`src/rtl/dmem_arbiter.sv`:
```
// Two-port arbiter/sequencer for the shared single-port data memory (IDLE -> ACCESS -> DONE).
// Optional macro DMEM_ARB_ROUND_ROBIN_EN: round-robin tie break instead of fixed port-0 priority.
module dmem_arbiter #(
    parameter int ADDR_W = 32,
    parameter int DATA_W = 32
) (
    input  logic              clock,
    input  logic              reset,
    input  logic              p0_req,
    input  logic              p0_we,
    input  logic [ADDR_W-1:0] p0_addr,
    input  logic [DATA_W-1:0] p0_wdata,
    output logic              p0_ack,
    output logic [DATA_W-1:0] p0_rdata,
    input  logic              p1_req,
    input  logic              p1_we,
    input  logic [ADDR_W-1:0] p1_addr,
    input  logic [DATA_W-1:0] p1_wdata,
    output logic              p1_ack,
    output logic [DATA_W-1:0] p1_rdata,
    output logic              core_stall,
    output logic              busy,
    output logic [ADDR_W-1:0] mem_addr,
    output logic [DATA_W-1:0] mem_wdata,
    output logic              mem_we,
    output logic              mem_re,
    input  logic [DATA_W-1:0] mem_rdata,
    output logic [1:0]        dbg_state,
    output logic              dbg_last_grant
);

    // Handshake: a requester holds req and its payload stable until a one-cycle
    // ack; it must drop or change req in the cycle after ack, otherwise the
    // still-high req is taken as a new request.

    typedef enum logic [1:0] {
        IDLE   = 2'd0,
        ACCESS = 2'd1,
        DONE   = 2'd2
    } state_t;

    state_t            state, state_nxt;
    logic              last_grant;
    logic              grant_p1;
    logic              lat_we;
    logic              lat_port;
    logic [ADDR_W-1:0] lat_addr;
    logic [DATA_W-1:0] lat_wdata;

    // Winner selection, only meaningful while in IDLE with a request pending.
    always_comb begin
        grant_p1 = p1_req;
        if (p0_req && p1_req) begin
`ifdef DMEM_ARB_ROUND_ROBIN_EN
            grant_p1 = ~last_grant;
`else
            grant_p1 = 1'b0;
`endif
        end
    end

    always_comb begin
        state_nxt = state;
        case (state)
            IDLE:    if (p0_req || p1_req) state_nxt = ACCESS;
            ACCESS:  state_nxt = DONE;
            DONE:    state_nxt = IDLE;
            default: state_nxt = IDLE;
        endcase
    end

    always_ff @(posedge clock) begin
        if (reset) state <= IDLE;
        else       state <= state_nxt;
    end

    // Transaction latch: everything after IDLE works from these copies.
    always_ff @(posedge clock) begin
        if (reset) begin
            lat_we     <= 1'b0;
            lat_port   <= 1'b0;
            lat_addr   <= '0;
            lat_wdata  <= '0;
            last_grant <= 1'b1;
        end else if (state == IDLE && (p0_req || p1_req)) begin
            lat_we     <= grant_p1 ? p1_we    : p0_we;
            lat_addr   <= grant_p1 ? p1_addr  : p0_addr;
            lat_wdata  <= grant_p1 ? p1_wdata : p0_wdata;
            lat_port   <= grant_p1;
            last_grant <= grant_p1;
        end
    end

    always_ff @(posedge clock) begin
        if (reset) begin
            p0_rdata <= '0;
            p1_rdata <= '0;
        end else if (state == ACCESS && !lat_we) begin
            if (lat_port) p1_rdata <= mem_rdata;
            else          p0_rdata <= mem_rdata;
        end
    end

    assign mem_addr       = lat_addr;
    assign mem_wdata      = lat_wdata;
    assign mem_we         = (state == ACCESS) &&  lat_we;
    assign mem_re         = (state == ACCESS) && !lat_we;
    assign p0_ack         = (state == DONE) && !lat_port;
    assign p1_ack         = (state == DONE) &&  lat_port;
    assign core_stall     = p0_req & ~p0_ack;
    assign busy           = (state != IDLE);
    assign dbg_state      = state;
    assign dbg_last_grant = last_grant;

endmodule

```
`config.mk`:
```
export PLATFORM = sky130hd
export DESIGN_NAME = dmem_arbiter
export DESIGN_NICKNAME = d
export VERILOG_FILES = /design/src/rtl/dmem_arbiter.sv
export SDC_FILE = /design/constraint.sdc
export NUM_CORES = 1
export LEC_CHECK = 0
export CAP_MARGIN = 20
export CORE_MARGIN = 2
export CORE_UTILIZATION = 40
export DETAILED_ROUTE_END_ITERATION = 8
export DONT_BUFFER_PORTS = 1
export GPL_ROUTABILITY_DRIVEN = 0
export PLACE_DENSITY = 0.64
export SYNTH_ARGS = -nofsm -noshare
export SYNTH_HDL_FRONTEND = slang
export SYNTH_SLANG_ARGS = --single-unit
```
`constraint.sdc`:
```
create_clock -name clock -period 1.5 [get_ports clock]
set_input_delay 0.225 -clock clock [delete_from_list [all_inputs] [get_ports clock]]
set_output_delay 0.225 -clock clock [all_outputs]
set_load 0.01 [all_outputs]
```
* Word-level counts from Yosys, hierarchy flattened
Cells that the tools add are included.
** Word-level totals
- Register bits after elaboration :: 133
- Input port bits :: 166
- Output and inout bits :: 137
- Logic and storage cells :: 33
** Operators by class
- Equality and inequality tests :: 3
- Muxes and demuxes :: 6
- Bitwise gates (word level) :: 3
- Reduce and logical (&&, ||, !) cells :: 13
** Operators with widths (number)
- $mux 32 :: 2
- $logic_and 1x1->1 :: 6
- $pmux 2 s2 :: 1
- $reduce_and 2->1 :: 2
- $eq 2x1->1 const B :: 1
- $eq 2x2->1 const B :: 1
- $logic_not 1->1 :: 2
- $logic_not 2->1 :: 1
- $mux 1 :: 2
- $mux 2 :: 1
- $ne 2x1->1 const B :: 1
- $not 1->1 :: 2
- $reduce_bool 2->1 :: 1
- $and 1x1->1 :: 1
- $logic_or 1x1->1 :: 1

* Logic depth before layout (Yosys ltp)
Gate-level depths: netlist (run 1).
- Word-level depth :: 4
- Gate-level depth with buffers :: 6
- Depth with buffers taken out :: 4

* Worst setup path before layout (run 1)
No wires, ideal clock.
- Kind :: reg2reg
- Start :: register state[0] (netlist: dbg_state[0])
- End :: register p0_rdata[10]
- Library setup time :: 132 ps
- Arrival :: 1294 ps
- Slack :: 74 ps
- Cell stages (with the launch flop) :: 6
- Buffers on the path :: 2
- Clock period less this slack :: 1426 ps
- Cells stage by stage :: dfxtp_1 > or4b_1 > buf_2 > buf_6 > nand2_1 > a21oi_1
** On the way
- Word-level cells in the longest chain between the ends :: 3
** RTL lines
- start: declaration :: line 42 : state_t state, state_nxt;
- start signal: assignment :: line 74 : else state <= state_nxt;
- $eq 2x1->1 :: line 98 : end else if (state == ACCESS && !lat_we) begin
- $logic_and 1x1->1 :: line 98
- $reduce_and 2->1 (no source line)
- end signal: assignment :: line 100 : else p0_rdata <= mem_rdata;
- end: declaration :: line 14 : output logic [DATA_W-1:0] p0_rdata,
No other way between the ends.
A chain may end at the register's enable or synchronous reset.

* Worst setup path in the final report (run 1)
- Start :: register state[1] (netlist: dbg_state[1])
- End :: output p0_ack
** On the way
- Word-level cells in the longest chain between the ends :: 2
** RTL lines
- $eq 2x2->1 :: line 108 : assign p0_ack = (state == DONE) && !lat_port;
- $logic_and 1x1->1 :: line 108
- end: declaration :: line 13 : output logic p0_ack,
No other way between the ends.

==> results of run 1 <==
final timing paths:
path,slack [ns],start,depth (start not counted),endpoint
hold / removal,-0.10,reset,1,mem_wdata[27]
setup / recovery,0.06,dbg_state[1],2,p0_ack
hold reg to reg,0.50,p1_rdata[26],2,p1_rdata[26]
setup reg to reg,0.07,lat_port,4,p0_rdata[13]
cell usage after synthesis, types with 2 or more instances:
library cell	instances	share of area [%]
buf_2	31	2.9
nand2_1	260	18
nor2_1	5	0.35
a311oi_1	65	11
a21o_1	2	0.28
clkbuf_1	28	2.0
dfxtp_1	133	50
buf_6	4	0.84
a21oi_1	130	12
nand2b_1	2	0.23
buf_4	2	0.28
nor2b_1	2	0.23
registers in the layout, summed over array words and instances, names as in the netlist:
| signal | count |
|---|---|
| mem_addr | 32 |
| mem_wdata | 32 |
| p0_rdata | 32 |
| p1_rdata | 32 |
| dbg_state | 2 |
| dbg_last_grant | 1 |
| lat_port | 1 |
| lat_we | 1 |
report_power, final:
group | internal, uW | switching (uW)
combinational | 376 | 533
clock | 2690 | 1540
sequential | 3810 | 336
layer usage:
metal / part of all wire (%) / up-vias / track usage, %
li1: - / 2270 / -
met1: 37 / 2252 / 21.87
met2: 51 / 233 / 35.36
met3: 10 / 22 / 8.908
met4: 2.2 / 0 / 8.603
met5: 0 / - / 0
worst max-delay path: cells and delay by family (launching register included):
family / cells / cell delay, ns
buffers and inverters: 1 / 0.16
flip-flops: 1 / 0.38
AND/OR/NAND/NOR: 1 / 0.26
per-stage QoR:
stage / cell area [um2] / hold WS, ns
after floorplan: 5333 / 0.3610
after global placement: 5519 / 0.3059
after detailed placement: 5519 / 0.3109
after CTS: 6163 / -0.1307
after global routing: 6166 / -0.1409
final: 6166 / -0.1039
final cells by class:
type                       instances  share of cell area [%]
clock inverter                    12                   2.476
clock buffer                      19                   7.346
multi-input combinational        476                   38.90
timing repair buffer              19                   4.302
inverter                           2                  0.1218
tap                              176                   3.571
sequential                       133                   43.28
logic make-up after synthesis:
| logic type | Yosys count | share of synthesized area (%) |
|---|---|---|
| flops | 133 | 49.93 |
| simple gates | 278 | 20.67 |
| buf+inv | 67 | 6.147 |
| compound gates | 198 | 23.25 |
cells in the final DEF (no fill, tap or decap), drive strengths merged:
cell	netlist	layout
clkinv	0	3
clkbuf	28	19
clkinvlp	0	4
or4b	1	1
a21o	2	2
a21oi	130	130
or2	1	1
nor4b	1	1
dfxtp	133	133
nor3	1	1
nand4bb	1	1
and4bb	1	1
dlygate4sd3	0	1
buf	37	18
nor2b	2	2
nor2	6	6
nand2	260	260
bufinv	0	3
inv	2	4
a311oi	65	65
o21ai	1	1
nand2b	2	2
and3b	1	1
nor3b	1	1
what timing repair did:
action,in CTS,in global routing
setup endpoints to repair,5,4
gates resized for setup,9,5
pin swaps,2,2
endpoints found under the hold margin,133,132
==> results.toml, run 1 <==
[routing]
final_antenna_net_count = 0
vias_per_cell = 5.707
routed_wl_um = 15260
first_pass_iters = 5
routedWlPerCell_um = 18.23
drc = 0
vias = 4777
drt_iter0_markers = 166

[sta]
drv_slew = 0
hold_ws_ns = -0.1039
fmax_mhz = 695.8
final_hold_viol_count = 132
slew-limit-headroom_pct = 80.43
worst_slack_ns = 0.06273
tightest_slew_ns = 0.2924
finalCritPeriodShare_pct = 95.82
finalSetupViolCount = 0
fin_crit_ns = 1.437
setup_tns_ns = 0
fin_worst_skew_ns = 0.007769

[yosys]
yosysWarnings = 0
ys_async_sr_fraction_pct = 0
avgSynthCellArea_um2 = 7.888
synth_cell_types = 24
synth_edf_count = 0
ys.flop_type = "dfxtp_1"
yosysSeqAreaShare_pct = 49.93
syn_nets = 842
synth_area_mm2 = 0.005333
synthCells = 676
synth_seq_cells = 133

[worst_hold_path]
hp-class = "in2reg"

[clock_network]
cts.path.max_buffers = 2
cts_max_level = 4
clk-insertion-delay-late_ns = 0.41
cts_hold_buf = 1
clock-sinks = 133
tritoncts = "yes"
cts_setup_buffers = 0
root_buffer = "clkbuf_16"
clkTransAtPathRegs_ns = 0.06
cts_made_buffers = 17

[floorplanning]
die_w_um = 119.5
die_height_um = 119.5
ioPinCount = 303
core_mm2 = 0.01314
die_area_mm2 = 0.01427
rows = 42
start_util_pct = 40.59

[finish]
antennaDiodeCount = 0
post-route-util_pct = 46.93
multi_input_area_mm2 = 0.002399
area_delta_synth_final_pct = 15.63
fillCellCount = 1297
nNetsFinal = 815
drive_gt1_share_pct = 9.834
final_cells = 837
seqCellArea_mm2 = 0.002669

[pwr]
leakage_uw = 0.002212
power_uw = 9293
ir_drop_mv = 0.6651
power_density_mw_per_mm2 = 1507

[status]
status = "finished with violations"
violations = "hold timing"

[worst_setup_path]
worst-endpoint-arrival_ns = 1.21
endpoint_kind = "primary output"
slowest_stage = "dfxtp_2"
critPathRequiredTime_ns = 1.27
path_max_fanout = 5
startpoint_type = "flop"
worstSetupPathType = "reg2out"
path_cells = "nor3b_4 > buf_4"
cpPeakStageDelay_ns = 0.38

[flow_run]
cap_viol_max_count = 0

[place]
dp.cells = 806
dpl.hpwl_um = 10410
io_buffers = 0
post-place-ws_ns = 0.1103

[global_route]
grt_pass1_wl_um = 23440
grt_max_degree = 134
grt-ovfl-total = 0
grt_pass1_vias = 4626
track_usage_pct = 20.52
antenna_found_initial = 0
(Power assumes the default switching activity.)
==> inputs of run 2 (changes only) <==
- CORE_AREA: not set -> 2 2 117 119
- CORE_MARGIN: 2 -> not set
- CORE_UTILIZATION: 40 -> not set
- CTS_CLUSTER_SIZE: not set -> 30
- DIE_AREA: not set -> 0 0 119 121
- PLACE_DENSITY: 0.64 -> 0.65
==> run 2 against run 1 <==
Net effect: the flow finishes with violations (hold timing, setup timing); combinational power up 12%; sequential share of layout area decreased by 1.2 points; wire length is 5.0% higher; non-clock buffer count increased by 6; design area increased by 2.8%; via count rose by 1.9%; utilization up 1.5 points; setup slack worse by 0.068 ns; sequential power hardly changed; clock skew down 0.0016 ns; register-to-register slack about the same.
==> results.toml, run 2 (synthesized netlist as in run 1, its figures left out) <==
[worst_setup_path]
path_max_fanout = 6
startpoint_type = "flop"
endpoint_kind = "primary output"
critPathRequiredTime_ns = 1.27
worstSetupPathType = "reg2out"
worst-endpoint-arrival_ns = 1.28

[place]
dpl_cell_area_mm2 = 0.005519
io_buffers = 0
dpl.hpwl_um = 10310

[global_route]
grt_pass1_vias = 4494
gr-max-usage-layer = "met2"
use_met1_pct = 21.47
grt_max_degree = 134
antenna_found_initial = 0
grt-ovfl-total = 0
met2_usage_pct = 35.88
grt_pass1_wl_um = 23250
grt.met3_usage_pct = 7.378
track_usage_pct = 20.02

[worst_hold_path]
hp-class = "in2reg"

[clock_network]
clkTransAtPathRegs_ns = 0.06
cts_hold_buf = 1
tritoncts = "yes"
cts_max_level = 4
cts_made_buffers = 17
cts.path.max_buffers = 2
clock-sinks = 133
clk-insertion-delay-late_ns = 0.41
root_buffer = "clkbuf_16"

[finish]
nNetsFinal = 821
fillCellCount = 1260
stdcell_area_mm2 = 0.006341
antennaDiodeCount = 0
post-route-util_pct = 48.46
final_cell_mix = "260 x nand2_1, 132 x dfxtp_1, 130 x a21oi_1"
drive_gt1_share_pct = 10.49
mostFrequentLayoutCell = "nand2_1"
area_delta_synth_final_pct = 18.91

[routing]
first_pass_iters = 5
vias = 4869
vias_per_cell = 5.776
drc = 0
routedWlPerCell_um = 19.00
routed_wl_um = 16020
drt_iter0_markers = 373
final_antenna_net_count = 0

[floorplanning]
ioPinCount = 303
die_height_um = 121
die_w_um = 119
core_mm2 = 0.01309
rows = 42
start_util_pct = 40.75
die_area_mm2 = 0.01440

[sta]
finalSetupViolCount = 1
tightest_slew_ns = 0.2873
fin_worst_skew_ns = 0.006160
setup_tns_ns = -0.004783
final_hold_viol_count = 132
hold_ws_ns = -0.1081
fmax_mhz = 664.5
fin_crit_ns = 1.505
rsz0062_at_grt = "true"
drv_slew = 0
worst_slack_ns = -0.004783
finalCritPeriodShare_pct = 100.3
slew-limit-headroom_pct = 80.84

[pwr]
leakage_uw = 0.002307
power_density_mw_per_mm2 = 1553
ir_drop_mv = 0.6463

[flow_run]
cap_viol_max_count = 0

[status]
status = "finished with violations"
violations = "hold timing, setup timing"
==> run 2: cell types whose count changed in the layout (fill, tap and decap cells not counted), sizes merged <==
cell	delta
clkinvlp	-3
buf	+3
clkbuf	+2
bufinv	+3
inv	-1
clkinv	+2
==> run 2: worst max-delay path: stages (launching register included) <==
cell	delay [ns]
dfxtp_4	0.37
buf_6	0.14
nor3b_4	0.23
buf_6	0.14
==> run 2: power by group <==
| part | switching, uW | total, uW | internal [uW] |
|---|---|---|---|
| registers | 331 | 4140 | 3810 |
| logic | 583 | 1020 | 433 |
| clock network | 1540 | 4690 | 3150 |
| total | 2450 | 9850 | 7400 |
==> run 2: final cells by class <==
| type | count | area [um2] | area share, % |
|---|---|---|---|
| Clock buffer | 18 | 439.2 | 6.926 |
| Clock inverter | 13 | 229.0 | 3.611 |
| Inverter | 2 | 7.507 | 0.1184 |
| Multi-Input combinational cell | 476 | 2416 | 38.10 |
| Sequential cell | 133 | 2666 | 42.05 |
| Tap cell | 176 | 220.2 | 3.473 |
| Timing Repair Buffer | 25 | 362.8 | 5.722 |
==> run 2: worst paths after layout <==
kind           startpoint             to  slack [ns]  cells past startpoint
min reg2reg  p1_rdata[13]   p1_rdata[13]        0.50                      2
min                 reset  mem_wdata[21]       -0.11                      1
max reg2reg  dbg_state[0]   mem_addr[25]        0.06                      6
max          dbg_state[1]         p0_ack      -0.005                      3
==> run 2: metal layers <==
metal / up-vias / wire length (um)
met5: - / 0
li1: 2289 / -
met2: 268 / 8265
met3: 25 / 1549
met1: 2287 / 5865
met4: 0 / 335
==> run 2: timing repair <==
item	in CTS	in global routing
hold endpoints to repair	133	132
pin swaps	0	2
setup endpoints to repair	4	9
gates cloned	0	3
resized for setup	9	5
buffers inserted	0	2
==> run 2: through the flow <==
stage	hold WS, ns	total power (uW)	cells	setup slack, ns
6_report	-0.1081	9850	843	-0.004783
3_5_place_dp	0.3077	5130	806	0.09691
2_1_floorplan	0.3610	4883	676	0.07426
4_1_cts	-0.1294	9843	838	-0.02573
3_3_place_gp	0.3067	5084	806	0.1902
5_1_grt	-0.1343	10210	843	-0.06283
